## src/rtl/mem_arbiter_if.sv

```systemverilog
// Requester handshake and memory pin bundle for mem_arbiter.
// The slave modport is the arbiter's view; the master modport is the
// environment (requesters plus the shared Memory) driving it.
interface mem_arbiter_if #(
    parameter int ADDR_W = 4,
    parameter int DATA_W = 8
);
    logic              req0;
    logic              req1;
    logic              we0;
    logic              we1;
    logic [ADDR_W-1:0] addr0;
    logic [ADDR_W-1:0] addr1;
    logic [DATA_W-1:0] wdata0;
    logic [DATA_W-1:0] wdata1;
    logic              gnt0;
    logic              gnt1;
    logic              rvalid0;
    logic              rvalid1;
    logic              wack0;
    logic              wack1;
    logic [DATA_W-1:0] rdata;
    logic              busy;
    logic              mem_we;
    logic [ADDR_W-1:0] mem_address;
    logic [DATA_W-1:0] mem_data_in;
    logic [DATA_W-1:0] mem_data_out;

    modport slave (
        input  req0, req1, we0, we1, addr0, addr1, wdata0, wdata1,
        input  mem_data_out,
        output gnt0, gnt1, rvalid0, rvalid1, wack0, wack1, rdata, busy,
        output mem_we, mem_address, mem_data_in
    );

    modport master (
        output req0, req1, we0, we1, addr0, addr1, wdata0, wdata1,
        output mem_data_out,
        input  gnt0, gnt1, rvalid0, rvalid1, wack0, wack1, rdata, busy,
        input  mem_we, mem_address, mem_data_in
    );
endinterface

```

## src/rtl/mem_arbiter.sv

```systemverilog
// Two-requester round-robin arbiter for the shared synchronous Memory.
// Each access takes three cycles: IDLE (sample and grant), ACCESS (memory
// pins driven, op happens at the closing edge), RESP (read data captured).
// Every output comes straight from a flop, so nothing on the requester
// side sees a combinational path from req*.
module mem_arbiter #(
    parameter int ADDR_W = 4,
    parameter int DATA_W = 8
) (
    input  logic         clk,
    input  logic         reset,
    mem_arbiter_if.slave bus
);

    localparam logic [1:0] IDLE   = 2'd0;
    localparam logic [1:0] ACCESS = 2'd1;
    localparam logic [1:0] RESP   = 2'd2;

    logic [1:0]        reset_sync;
    logic              rst_int_n;

    logic [1:0]        state;
    logic [1:0]        next_state;
    logic              last_owner;
    logic              owner;
    logic              cmd_we;
    logic [ADDR_W-1:0] cmd_addr;
    logic [DATA_W-1:0] cmd_wdata;

    logic              take;
    logic              pick1;
    logic              win_we;
    logic [ADDR_W-1:0] win_addr;
    logic [DATA_W-1:0] win_wdata;

    logic              gnt0_q;
    logic              gnt1_q;
    logic              rvalid0_q;
    logic              rvalid1_q;
    logic              wack0_q;
    logic              wack1_q;
    logic              busy_q;
    logic              mem_we_q;
    logic [DATA_W-1:0] rdata_q;

    // Reset enters at once but leaves on a clock edge so no flop sees a
    // release racing the clock.
    always_ff @(posedge clk or negedge reset) begin
        if (!reset) begin
            reset_sync <= 2'b00;
        end else begin
            reset_sync <= {reset_sync[0], 1'b1};
        end
    end

    assign rst_int_n = reset_sync[1];

    // Pick the winner in IDLE: a lone requester wins, a tie goes to the
    // requester that did not own the previous access.
    always_comb begin
        take      = (state == IDLE) && (bus.req0 || bus.req1);
        pick1     = bus.req1 && (!bus.req0 || !last_owner);
        win_we    = pick1 ? bus.we1    : bus.we0;
        win_addr  = pick1 ? bus.addr1  : bus.addr0;
        win_wdata = pick1 ? bus.wdata1 : bus.wdata0;
    end

    // Sequence through the three access phases; the spare code falls back to IDLE.
    always_comb begin
        next_state = IDLE;
        case (state)
            IDLE:    next_state = take ? ACCESS : IDLE;
            ACCESS:  next_state = RESP;
            RESP:    next_state = IDLE;
            default: next_state = IDLE;
        endcase
    end

    // State, ownership and the captured command of the winning requester.
    always_ff @(posedge clk or negedge rst_int_n) begin
        if (!rst_int_n) begin
            state      <= IDLE;
            last_owner <= 1'b1;
            owner      <= 1'b0;
            cmd_we     <= 1'b0;
            cmd_addr   <= '0;
            cmd_wdata  <= '0;
        end else begin
            state <= next_state;
            if (take) begin
                owner      <= pick1;
                last_owner <= pick1;
                cmd_we     <= win_we;
                cmd_addr   <= win_addr;
                cmd_wdata  <= win_wdata;
            end
        end
    end

    // Handshake pulses and memory write strobe, registered one phase ahead
    // so each lines up with the state it belongs to.
    always_ff @(posedge clk or negedge rst_int_n) begin
        if (!rst_int_n) begin
            gnt0_q    <= 1'b0;
            gnt1_q    <= 1'b0;
            rvalid0_q <= 1'b0;
            rvalid1_q <= 1'b0;
            wack0_q   <= 1'b0;
            wack1_q   <= 1'b0;
            busy_q    <= 1'b0;
            mem_we_q  <= 1'b0;
        end else begin
            gnt0_q    <= take && !pick1;
            gnt1_q    <= take && pick1;
            busy_q    <= (next_state != IDLE);
            mem_we_q  <= take && win_we;
            rvalid0_q <= (state == RESP) && !cmd_we && !owner;
            rvalid1_q <= (state == RESP) && !cmd_we && owner;
            wack0_q   <= (state == RESP) && cmd_we && !owner;
            wack1_q   <= (state == RESP) && cmd_we && owner;
        end
    end

    // Read data is taken from the memory at the end of RESP and otherwise
    // held, so writes leave the last read result untouched.
    always_ff @(posedge clk or negedge rst_int_n) begin
        if (!rst_int_n) begin
            rdata_q <= '0;
        end else if ((state == RESP) && !cmd_we) begin
            rdata_q <= bus.mem_data_out;
        end
    end

    assign bus.gnt0        = gnt0_q;
    assign bus.gnt1        = gnt1_q;
    assign bus.rvalid0     = rvalid0_q;
    assign bus.rvalid1     = rvalid1_q;
    assign bus.wack0       = wack0_q;
    assign bus.wack1       = wack1_q;
    assign bus.busy        = busy_q;
    assign bus.mem_we      = mem_we_q;
    assign bus.mem_address = cmd_addr;
    assign bus.mem_data_in = cmd_wdata;
    assign bus.rdata       = rdata_q;

endmodule

```

## src/flat_wrapper.sv

```systemverilog
// flat-port wrapper written by rule: the top's interface ports become plain ports
module mem_arbiter_flat 
#(
    parameter int ADDR_W = 4,
    parameter int DATA_W = 8
)
  (clk, reset, bus_req0, bus_req1, bus_we0, bus_we1, bus_addr0, bus_addr1, bus_wdata0, bus_wdata1, bus_mem_data_out, bus_gnt0, bus_gnt1, bus_rvalid0, bus_rvalid1, bus_wack0, bus_wack1, bus_rdata, bus_busy, bus_mem_we, bus_mem_address, bus_mem_data_in);
  mem_arbiter_if #(.ADDR_W(ADDR_W), .DATA_W(DATA_W)) bus_i ();
  input  logic clk;
  input  logic reset;
  input wire logic [$bits(bus_i.req0)-1:0] bus_req0;
  input wire logic [$bits(bus_i.req1)-1:0] bus_req1;
  input wire logic [$bits(bus_i.we0)-1:0] bus_we0;
  input wire logic [$bits(bus_i.we1)-1:0] bus_we1;
  input wire logic [$bits(bus_i.addr0)-1:0] bus_addr0;
  input wire logic [$bits(bus_i.addr1)-1:0] bus_addr1;
  input wire logic [$bits(bus_i.wdata0)-1:0] bus_wdata0;
  input wire logic [$bits(bus_i.wdata1)-1:0] bus_wdata1;
  input wire logic [$bits(bus_i.mem_data_out)-1:0] bus_mem_data_out;
  output wire logic [$bits(bus_i.gnt0)-1:0] bus_gnt0;
  output wire logic [$bits(bus_i.gnt1)-1:0] bus_gnt1;
  output wire logic [$bits(bus_i.rvalid0)-1:0] bus_rvalid0;
  output wire logic [$bits(bus_i.rvalid1)-1:0] bus_rvalid1;
  output wire logic [$bits(bus_i.wack0)-1:0] bus_wack0;
  output wire logic [$bits(bus_i.wack1)-1:0] bus_wack1;
  output wire logic [$bits(bus_i.rdata)-1:0] bus_rdata;
  output wire logic [$bits(bus_i.busy)-1:0] bus_busy;
  output wire logic [$bits(bus_i.mem_we)-1:0] bus_mem_we;
  output wire logic [$bits(bus_i.mem_address)-1:0] bus_mem_address;
  output wire logic [$bits(bus_i.mem_data_in)-1:0] bus_mem_data_in;
  assign bus_i.req0 = bus_req0;
  assign bus_i.req1 = bus_req1;
  assign bus_i.we0 = bus_we0;
  assign bus_i.we1 = bus_we1;
  assign bus_i.addr0 = bus_addr0;
  assign bus_i.addr1 = bus_addr1;
  assign bus_i.wdata0 = bus_wdata0;
  assign bus_i.wdata1 = bus_wdata1;
  assign bus_i.mem_data_out = bus_mem_data_out;
  assign bus_gnt0 = bus_i.gnt0;
  assign bus_gnt1 = bus_i.gnt1;
  assign bus_rvalid0 = bus_i.rvalid0;
  assign bus_rvalid1 = bus_i.rvalid1;
  assign bus_wack0 = bus_i.wack0;
  assign bus_wack1 = bus_i.wack1;
  assign bus_rdata = bus_i.rdata;
  assign bus_busy = bus_i.busy;
  assign bus_mem_we = bus_i.mem_we;
  assign bus_mem_address = bus_i.mem_address;
  assign bus_mem_data_in = bus_i.mem_data_in;
  mem_arbiter #(.ADDR_W(ADDR_W), .DATA_W(DATA_W)) u_core (.clk(clk), .reset(reset), .bus(bus_i));
endmodule
```

## config.mk

```make
export PLATFORM = sky130hd
export DESIGN_NAME = mem_arbiter_flat
export DESIGN_NICKNAME = d
export VERILOG_FILES = /design/src/rtl/mem_arbiter_if.sv /design/src/rtl/mem_arbiter.sv /design/src/flat_wrapper.sv
export SDC_FILE = /design/constraint.sdc
export NUM_CORES = 1
export LEC_CHECK = 0
export BUFFER_PORTS_ARGS = -buffer_cell sky130_fd_sc_hd__buf_2
export CAP_MARGIN = 20
export CORE_UTILIZATION = 45
export DETAILED_ROUTE_END_ITERATION = 10
export GPL_ROUTABILITY_DRIVEN = 0
export GPL_TIMING_DRIVEN = 0
export PLACE_DENSITY_LB_ADDON = 0.15
export SETUP_SLACK_MARGIN = 0.02
export SLEW_MARGIN = 20
export SYNTH_ARGS = -nofsm -noshare
export SYNTH_HDL_FRONTEND = slang
export SYNTH_SLANG_ARGS = --single-unit
export TNS_END_PERCENT = 10
```

## constraint.sdc

```tcl
create_clock -name clk -period 1.2 [get_ports clk]
set_input_delay 0.12 -clock clk [delete_from_list [all_inputs] [get_ports clk]]
set_output_delay 0.12 -clock clk [all_outputs]
set_load 0.02 [all_outputs]
```

# Word-level counts from Yosys, hierarchy flattened
# Cells that the tools add are included.
# Widths: inputs -> output; s select.
dict set report word_totals {
  regBits 35
  inputBits 38
  output_inout_bits 28
}
dict set report op_classes {
  eq_ne 2
  n_mux 5
  reduce_logical 20
}
# operator n
set ops {}
lappend ops {{$logic_and 1x1->1} 11}
lappend ops {{$mux 8} 1}
lappend ops {{$logic_not 1->1} 5}
lappend ops {{$mux 4} 1}
lappend ops {{$pmux 2 s2} 1}
lappend ops {{$eq 2x1->1 const B} 1}
lappend ops {{$eq 2x2->1 const B} 1}
lappend ops {{$logic_not 2->1} 1}
lappend ops {{$logic_or 1x1->1} 2}
lappend ops {{$mux 1} 2}
lappend ops {{$reduce_bool 2->1} 1}

# Logic depth before layout (Yosys ltp)
# Gate-level depths: netlist (run 1).
dict set report logic_depth {
  word_depth 5
  mapped_depth 6
  depth_no_buf 3
}

# Least setup slack after synthesis (run 1)
# No wires, ideal clock.
dict set report synth_timing {
  path_type {reg2reg}
  from {reg u_core.last_owner}
  to {reg u_core.cmd_wdata[1], in the netlist u_core.bus.mem_data_in[1]}
  t_arrival_ns 1.244
  t_required_ns 1.074
  path_slack_ns -0.170
  stages_incl_launch_ff 6
  n_path_buf 2
  synth_period_minus_slack_ns 1.370
  cell_sequence {dfstp_2 -> nand2_2 -> and3_4 -> buf_6 -> buf_8 -> a221o_1}
}
dict set report synth_via {
  elab_chain_len 4
}
# item line
set synth_lines {}
lappend synth_lines {{from (decl)} mem_arbiter.sv:24} ;# logic last_owner;
lappend synth_lines {{from (signal assigned)} mem_arbiter.sv:92} ;# last_owner <= pick1;
lappend synth_lines {{$logic_not 1->1} mem_arbiter.sv:62} ;# pick1 = bus.req1 && (!bus.req0 || !last_owner);
lappend synth_lines {{$logic_or 1x1->1} mem_arbiter.sv:62}
lappend synth_lines {{$logic_and 1x1->1} mem_arbiter.sv:62}
lappend synth_lines {{$mux 8} mem_arbiter.sv:65} ;# win_wdata = pick1 ? bus.wdata1 : bus.wdata0;
lappend synth_lines {{to (signal assigned)} mem_arbiter.sv:95} ;# cmd_wdata <= win_wdata;
lappend synth_lines {{to (decl)} mem_arbiter.sv:28} ;# logic [DATA_W-1:0] cmd_wdata;
# No other way between the ends.
# A chain may end at the register's enable or synchronous reset.

# Worst setup path after layout (run 1)
dict set report layout_timing {
  from {reg u_core.last_owner}
  to {reg u_core.cmd_wdata[4], in the netlist u_core.bus.mem_data_in[4]}
}
# The elaborated chain is that of the path after synthesis.

==> flow_metrics.tcl, run 1 <==
set metrics [dict create \
    start_util_pct 49.52 \
    synth_edf_count 0 \
    hold_ws_ns 0.01337 \
    powerDensity_nw_per_um2 2681 \
    core.rowCount 19 \
    grt_antenna_before_repair 0 \
    synth.most_common_cell "dfrtp_1" \
    period_minus_slack_ns 1.326 \
    rsz0062_at_grt "yes" \
    crit_path_max_fanout 9 \
    multiInputGateArea_um2 571.8 \
    antenna_cells 0 \
    die_y_um 58.03 \
    synth_seq_area_share_pct 62.09 \
    numPortBuffers 64 \
    via_count 1202 \
    leakage_nw 1.086 \
    instances_no_fill 224 \
    overflow 0 \
    core_region_area_um2 2853 \
    wire_per_inst_um 15.95 \
    postRouteAntennaNets 0 \
    crit_chain "nand2_2 -> and3_4 -> buf_8 -> a221o_1" \
    clock_sinks 35 \
    grt_usage_pct 22.22 \
    syn-num-nets 149 \
    final_layout_size_suffix_gt1_share_pct 60.10 \
    placed_cells 206 \
    grt_max_degree 34 \
    syn_avg_cell_area_um2 12.73 \
    synthArstFlopShare_pct 100.0 \
    drc_errors 3 \
    slew_headroom_pct 54.25 \
    dpl_cell_area_um2 1773 \
    cp_slowest_cell "dfstp_2" \
    dpl.hpwl_um 2314 \
    yosysTopAreaCellShare_pct 60.23 \
    synth_ff_type "dfrtp_1" \
    final_hold_viol_count 0 \
    cts_max_level 2 \
    yosys-top-cells-count "dfrtp_1, a221o_1, nand2_1, nor3_1, mux2_2" \
    cp.required_ns 1.42 \
    peakVddDrop_mv 1.373 \
    nets 231 \
    cts_tree "yes" \
    first_iter_violations 42 \
    die_w_um 58.03 \
    startpoint_type "flop" \
    cp_slowest_stage_delay_ns 0.56 \
    area_growth_pct 48.10 \
    synth.yosys.warnings 0 \
    yosysTopAreaCell "dfrtp_1" \
    clk_path_buf_depth 2 \
    clk_latency_ns 0.33 \
    outcome "complete, but fails checks" \
    drv_slew 0 \
    viasPerCell 5.366 \
    syn_inst 111 \
    fillCellCount 216 \
    worstMarginPinSlew_ns 0.6862 \
    skew_ns 0.007610 \
    synth-seq-cells 35 \
    max_cap_viol_count 0 \
    grt_pass1_wl_um 5506 \
    firstDrtPassIters 8 \
    max_freq_ghz 0.7543 \
    violations "design-rule violations, negative setup slack" \
    period_share_pct 110.5 \
    numCtsBuffers 5 \
    setup_violations 23 \
    root_buffer "clkbuf_4" \
    synth_area_um2 1413 \
    clk_pin_slew_ns 0.10 \
    criticalPathCategory "reg -> reg" \
    finalWirelength_um 3573 \
    boundaryPins 66 \
    min_path_type "in -> reg" \
    seq_area_um2 880.8 \
    crit_arrival_ns 1.55 \
    final_cell_area_um2 2092 \
    ys_types 26 \
    die_area_um2 3367 \
    total_power_mw 5.608 \
    synthTopCellsByArea "dfrtp_1, a221o_1, mux2_2, nor3_1, nand2_1" \
    fin_ws_ns -0.1257 \
    grt_pass1_vias 1212 \
    endpoint_kind "flop" \
]
==> sequential cells by signal, indices dropped and copies added (netlist names), 2 cells and up <==
register,flops
u_core.reset_sync,2
u_core.bus.mem_data_in,8
u_core.bus.mem_address,4
u_core.bus.rdata,8
u_core.state,2
==> critical path: cells and delay by family (launching register included) <==
kind,cells,cell delay [ns]
flip-flops,1,0.56
buffers and inverters,1,0.14
AO/OA/AOI/OAI,1,0.30
AND/OR/NAND/NOR,2,0.23
==> worst paths after layout <==
check | slack [ns] | to | from | cells after the start
max in group asynchronous | 0.39 | u_core.state[1] | u_core.reset_sync[1] | 0
min in group asynchronous | 0.10 | u_core.reset_sync[1] | reset | 2
worst max-delay path | -0.13 | u_core.bus.mem_data_in[4] | u_core.last_owner | 4
worst min register to register | 0.32 | u_core.bus.mem_address[0] | u_core.reset_sync[1] | 0
worst max register to register | -0.13 | u_core.bus.mem_data_in[4] | u_core.last_owner | 4
worst min-delay path | 0.01 | u_core.bus.rdata[4] | bus_mem_data_out[4] | 2
==> layer usage <==
metal,track usage (%),vias to the layer above,wire length (µm)
met5,0,-,0
met4,10.20,0,55
met3,5.580,7,156
met2,36.78,36,1936
met1,27.45,600,1425
li1,-,559,-
==> final cells by class <==
class	count	share of cell area [%]
sequential	35	42.11
multi-input combinational	65	27.33
timing repair buffer	77	21.83
buffer	7	3.828
clock buffer	6	2.452
tap	31	1.854
inverter	2	0.3589
clock inverter	1	0.2392
==> power breakdown <==
group          leakage [nW]  switching (mW)  internal [mW]  total (mW)
Clock                0.0341           0.355          0.271       0.626
Combinational         0.622            1.50           1.46        2.95
Sequential            0.429           0.333           1.70        2.03
==> logic make-up after synthesis <==
group,Yosys count,synth area share [%]
AOI/OAI and AO/OA,18,11.78
and+or+nand+nor,38,14.08
buffers and inverters,11,5.403
muxes,8,6.378
DFF,35,62.09
other,1,0.2655
==> layout by cell type (no fill, tap or decap), types with 2 or more instances in the layout <==
cell / synthesis / final
dlygate4sd3_1: 0 / 2
mux2_4: 0 / 8
clkbuf_4: 0 / 5
buf_6: 2 / 2
dfrtp_1: 34 / 31
nor3b_2: 0 / 2
nand2_1: 13 / 13
a221o_1: 13 / 13
buf_4: 1 / 10
nor3_2: 0 / 6
a21o_1: 3 / 3
buf_8: 1 / 2
dfrtp_2: 0 / 3
buf_12: 0 / 2
inv_1: 2 / 2
buf_2: 4 / 64
nor3_1: 13 / 5
nor3_4: 0 / 2
==> repair_timing <==
action / in CTS / in global routing
hold buffers: 2 / 0
resized for setup: 27 / 12
buffers inserted: 4 / 5
endpoints found under the setup margin: 26 / 25
gates cloned: 1 / 1
endpoints found under the hold margin: 3 / 0
pin swaps: 3 / 6
==> stage by stage <==
| step | setup TNS, ns | setup slack (ns) | utilization (%) |
|---|---|---|---|
| after floorplan | -1.314 | -0.1585 | - |
| after global placement | -7.463 | -0.2153 | 62.11 |
| after detailed placement | -3.597 | -0.2480 | 62.15 |
| after CTS | -2.187 | -0.1207 | 69.04 |
| after global routing | -3.245 | -0.1624 | 73.33 |
| final | -2.438 | -0.1257 | 73.33 |
No activity file was read; power rests on OpenSTA's default activity.
==> run 2: changes to the inputs <==
- ABC_AREA: unset -> 1
- CORE_UTILIZATION: 45 -> 46
==> flow_metrics.tcl, run 2 <==
set metrics [dict create \
    via_count 1350 \
    period_share_pct 96.23 \
    synth.yosys.warnings 0 \
    clk_latency_ns 0.33 \
    antenna_cells 0 \
    criticalPathCategory "reg -> reg" \
    synth_area_um2 1466 \
    viasPerCell 4.576 \
    setup_violations 0 \
    grt_pass1_vias 1098 \
    endpoint_kind "flop" \
    pwr-share-clk_pct 14.4 \
    seq_area_um2 879.6 \
    leakage_nw 1.235 \
    synth_edf_count 0 \
    powerDensity_nw_per_um2 2403 \
    cts_max_level 2 \
    drc_errors 0 \
    max_cap_viol_count 0 \
    max_freq_ghz 0.8660 \
    nets 288 \
    syn_avg_cell_area_um2 8.677 \
    skew_ns 0.006065 \
    fin_ws_ns 0.04527 \
    crit_path_max_fanout 5 \
    core_region_area_um2 3028 \
    fillCellCount 260 \
    final_cell_mix "nand2_1, buf_2, dfrtp_1" \
    min_path_type "in -> reg" \
    die_area_um2 3418 \
    startpoint_type "flop" \
    numCtsBuffers 5 \
    worstMarginPinSlew_ns 0.6871 \
    overflow 0 \
    period_minus_slack_ns 1.155 \
    wire_per_inst_um 11.00 \
    core.rowCount 20 \
    grt_max_degree 34 \
    synth-seq-cells 35 \
    outcome "finished clean" \
    ys_types 15 \
    synth_ff_type "dfrtp_1" \
    intPower_mw 2.901 \
    final_layout_size_suffix_gt1_share_pct 38.65 \
    slew_headroom_pct 54.19 \
    yosys-top-cells-count "nand2_1, dfrtp_1, nand3_1" \
    synth_seq_area_share_pct 59.81 \
    p_sw_mw 2.031 \
    area_growth_pct 39.93 \
    final_hold_viol_count 0 \
    cp.required_ns 1.43 \
    finalWirelength_um 3245 \
    firstDrtPassIters 5 \
    postRouteAntennaNets 0 \
    synth.most_common_cell "nand2_1" \
    post-place-ws_ns -0.04462 \
    root_buffer "clkbuf_4" \
    dpl.hpwl_um 2141 \
    cts_tree "yes" \
    crit_arrival_ns 1.39 \
    multiInputGateArea_um2 508.0 \
    peakVddDrop_mv 1.317 \
    syn_inst 169 \
    yosysTopAreaCell "dfrtp_1" \
    syn-num-nets 207 \
    yosysTopAreaCellShare_pct 58.02 \
    final_common_cell "nand2_1" \
    grt_usage_pct 19.41 \
    final_core_util_pct 67.77 \
    start_util_pct 48.43 \
    p_comb_share_pct 46.1 \
    die_w_um 58.46 \
    synthArstFlopShare_pct 100.0 \
    clk_pin_slew_ns 0.10 \
    first_iter_violations 47 \
    drv_slew 0 \
    synthTopCellsByArea "dfrtp_1, nand2_1, nand3_1, inv_1, o21ai_0" \
    numPortBuffers 64 \
    total_power_mw 4.932 \
    rsz0062_at_grt "yes" \
    clk_path_buf_depth 2 \
    die_y_um 58.46 \
    clock_sinks 35 \
    switching_share_pct 41.18 \
    grt_antenna_before_repair 0 \
    grt_pass1_wl_um 4836 \
    p_seq_share_pct 39.5 \
    boundaryPins 66 \
]
-- run 2: worst paths after layout --
path                       slack, ns  cells past startpoint                   endpoint                 start
setup / recovery                0.05                      6  u_core.bus.mem_address[1]     u_core.last_owner
hold / removal                  0.02                      3        u_core.bus.rdata[2]   bus_mem_data_out[2]
setup reg to reg                0.05                      6  u_core.bus.mem_address[1]     u_core.last_owner
hold reg to reg                 0.32                      0               u_core.owner  u_core.reset_sync[1]
max in group asynchronous       0.40                      0            u_core.state[1]  u_core.reset_sync[1]
min in group asynchronous       0.09                      2       u_core.reset_sync[1]                 reset
-- run 2: cell families after synthesis --
group	share of synthesized area, %
DFF	59.81
AOI/OAI and AO/OA	4.181
buffers and inverters	7.594
and+or+nand+nor	28.16
other	0.2557
-- run 2: what timing repair did --
item | in CTS | in global routing
setup buffers | 0 | 7
resized for setup | 4 | 13
setup endpoints to repair | 15 | 20
hold buffers | 1 | 0
pin swaps | 0 | 3
gates cloned | 0 | 2
endpoints found under the hold margin | 2 | 0
-- run 2: layout make-up --
| class | instances | area share [%] |
|---|---|---|
| multi-input combinational | 113 | 24.76 |
| clock buffer | 8 | 3.354 |
| buffer | 7 | 3.537 |
| sequential | 35 | 42.87 |
| timing repair buffer | 74 | 20.12 |
| inverter | 14 | 2.683 |
| tap | 44 | 2.683 |
-- run 2: worst max-delay path, cell delays in order, from the launching register on --
cell,delay (ns)
dfstp_2,0.56
nand2_4,0.09
buf_2,0.18
nand3_1,0.08
nand2_1,0.06
nand2_1,0.05
nand2_1,0.04
-- run 2: metal layers --
layer  vias up  track usage [%]  part of all wire [%]
li1        682                -                     -
met4         0            10.88                   1.2
met3         5            5.275                   5.9
met5         -                0                     0
met1       621            25.26                    45
met2        42            29.56                    48
-- run 2: power groups by stage --
| stage | clock network [mW] | logic (mW) | registers [mW] |
|---|---|---|---|
| 2_1_floorplan | 0 | 0.885 | 2.42 |
| 3_3_place_gp | 0 | 2.00 | 1.94 |
| 3_5_place_dp | 0 | 2.04 | 1.95 |
| 4_1_cts | 0.735 | 2.08 | 1.94 |
| 5_1_grt | 0.776 | 2.52 | 2.02 |
| 6_report | 0.712 | 2.27 | 1.95 |
-- run 2: through the flow --
step / hold slack [ns] / area, µm² / instances / setup TNS [ns]
4_1_cts: 0.01125 / 1937 / 286 / -0.005929
5_1_grt: 0.01358 / 2052 / 295 / -0.1352
3_5_place_dp: -0.09421 / 1843 / 277 / -0.05512
6_report: 0.01913 / 2052 / 295 / 0
2_1_floorplan: -0.1756 / 1466 / 169 / 0
3_3_place_gp: -0.09440 / 1842 / 277 / -7.056
==> run 3: changes to the inputs <==
- PLACE_DENSITY: unset -> 0.8
- PLACE_DENSITY_LB_ADDON: 0.15 -> unset
==> flow_metrics.tcl, run 3 (same netlist as run 2, synthesis figures left out) <==
set metrics [dict create \
    outcome "finished clean" \
    clk_path_buf_depth 2 \
    clk_latency_ns 0.33 \
    die_y_um 58.46 \
    dpl_cell_area_um2 1843 \
    viasPerCell 4.393 \
    grt_antenna_before_repair 0 \
    startpoint_type "flop" \
    final_hold_viol_count 0 \
    worstMarginPinSlew_ns 0.6924 \
    boundaryPins 66 \
    p_comb_share_pct 45.4 \
    p_seq_share_pct 40.9 \
    min_path_type "in -> reg" \
    cp_common_cell "nand2_4" \
    skew_ns 0.01019 \
    final_common_cell "nand2_1" \
    wire_per_inst_um 10.45 \
    cp_slowest_stage_delay_ns 0.57 \
    crit_path_max_fanout 5 \
    area_growth_pct 35.84 \
    max_freq_ghz 0.8789 \
    final_layout_size_suffix_gt1_share_pct 38.21 \
    drc_errors 0 \
    rr_worst_depth 6 \
    firstDrtPassIters 4 \
    grt_max_degree 34 \
    finalWirelength_um 3031 \
    powerDensity_nw_per_um2 2404 \
    p_sw_mw 2.008 \
    numCtsBuffers 5 \
    criticalPathCategory "reg -> reg" \
    drv_slew 0 \
    numPortBuffers 64 \
    start_util_pct 48.43 \
    grt_usage_pct 19.59 \
    final_cell_area_um2 1992 \
    core_region_area_um2 3028 \
    postRouteAntennaNets 0 \
    slew_headroom_pct 53.84 \
    cp_slowest_cell "dfstp_2" \
    switching_share_pct 41.92 \
    cts_tree "yes" \
    endpoint_kind "flop" \
    first_iter_violations 46 \
    crit_arrival_ns 1.37 \
    rsz0062_at_grt "yes" \
    pwr-share-clk_pct 13.7 \
    die_w_um 58.46 \
    intPower_mw 2.781 \
    peakVddDrop_mv 0.9994 \
    crit_chain "nand2_4 -> nand2_4 -> buf_4 -> nor2_1 -> inv_1 -> nand2_1" \
    final_core_util_pct 65.79 \
    core.rowCount 20 \
    cts_max_level 2 \
    hold_depth 3 \
    period_share_pct 94.81 \
    final_cell_mix "nand2_1, buf_2, dfrtp_1" \
    clock_sinks 35 \
    max_cap_viol_count 0 \
    clk_pin_slew_ns 0.11 \
    dpl.hpwl_um 2090 \
    via_count 1274 \
    grt_pass1_wl_um 4912 \
    leakage_nw 1.203 \
    cp.required_ns 1.44 \
    root_buffer "clkbuf_4" \
    die_area_um2 3418 \
    antenna_cells 0 \
    grt_pass1_vias 1111 \
    setup_violations 0 \
    reg2reg_slack_ns 0.06 \
    nets 283 \
    overflow 0 \
    period_minus_slack_ns 1.138 \
]
## run 3: final cells by class
type	count	area [µm²]
buffer	7	72.57
clock buffer	7	55.05
clock inverter	1	5.005
fill	266	1036
inverter	14	55.05
multi-input combinational	113	509.2
sequential	35	879.6
tap	44	55.05
timing repair buffer	69	360.3
## run 3: what timing repair did
action | 4_1_cts | 5_1_grt
gates resized for setup | 5 | 12
endpoints found under the setup margin | 17 | 19
buffers inserted | 0 | 4
endpoints found under the hold margin | 2 | 0
pin swaps | 0 | 2
hold buffers | 1 | 0
## run 3: critical path, delay by kind of cell, from the launching register on
kind	cells	cell delay [ns]
buffers and inverters	2	0.20
and+or+nand+nor	4	0.26
DFF	1	0.57
## run 3: per-layer routing
layer	share of wire [%]	GRT usage (%)	vias up
li1	-	-	665
met1	46	24.93	556
met2	47	31.86	46
met3	6.1	4.615	7
met4	1.6	9.184	0
met5	0	0	-
## run 3: final timing paths
check / start / endpoint
setup / recovery: u_core.last_owner / u_core.owner
min in group asynchronous: reset / u_core.reset_sync[1]
max in group asynchronous: u_core.reset_sync[1] / u_core.state[1]
hold / removal: bus_mem_data_out[0] / u_core.bus.rdata[0]
setup reg to reg: u_core.last_owner / u_core.owner
hold reg to reg: u_core.reset_sync[1] / u_core.bus.gnt1
## run 3: power groups by stage
stage	registers, mW	logic (mW)	clock network (mW)
after global placement	1.94	2.00	0
after floorplan	2.42	0.885	0
final	1.96	2.17	0.658
after CTS	1.94	2.09	0.678
after global routing	2.03	2.42	0.738
after detailed placement	1.94	2.04	0
## run 3: through the flow
step                total power [mW]  setup slack (ns)  hold slack [ns]  instances  TNS [ns]
floorplan                      3.310            0.1259          -0.1756        169         0
global placement               3.940           -0.1681         -0.09376        277    -5.354
detailed placement             3.984         -0.005496         -0.09120        277  -0.01196
CTS                            4.703           0.02595          0.02475        286         0
global route                   5.182          -0.01763          0.02163        290  -0.02799
finish                         4.789           0.06226          0.02279        290         0
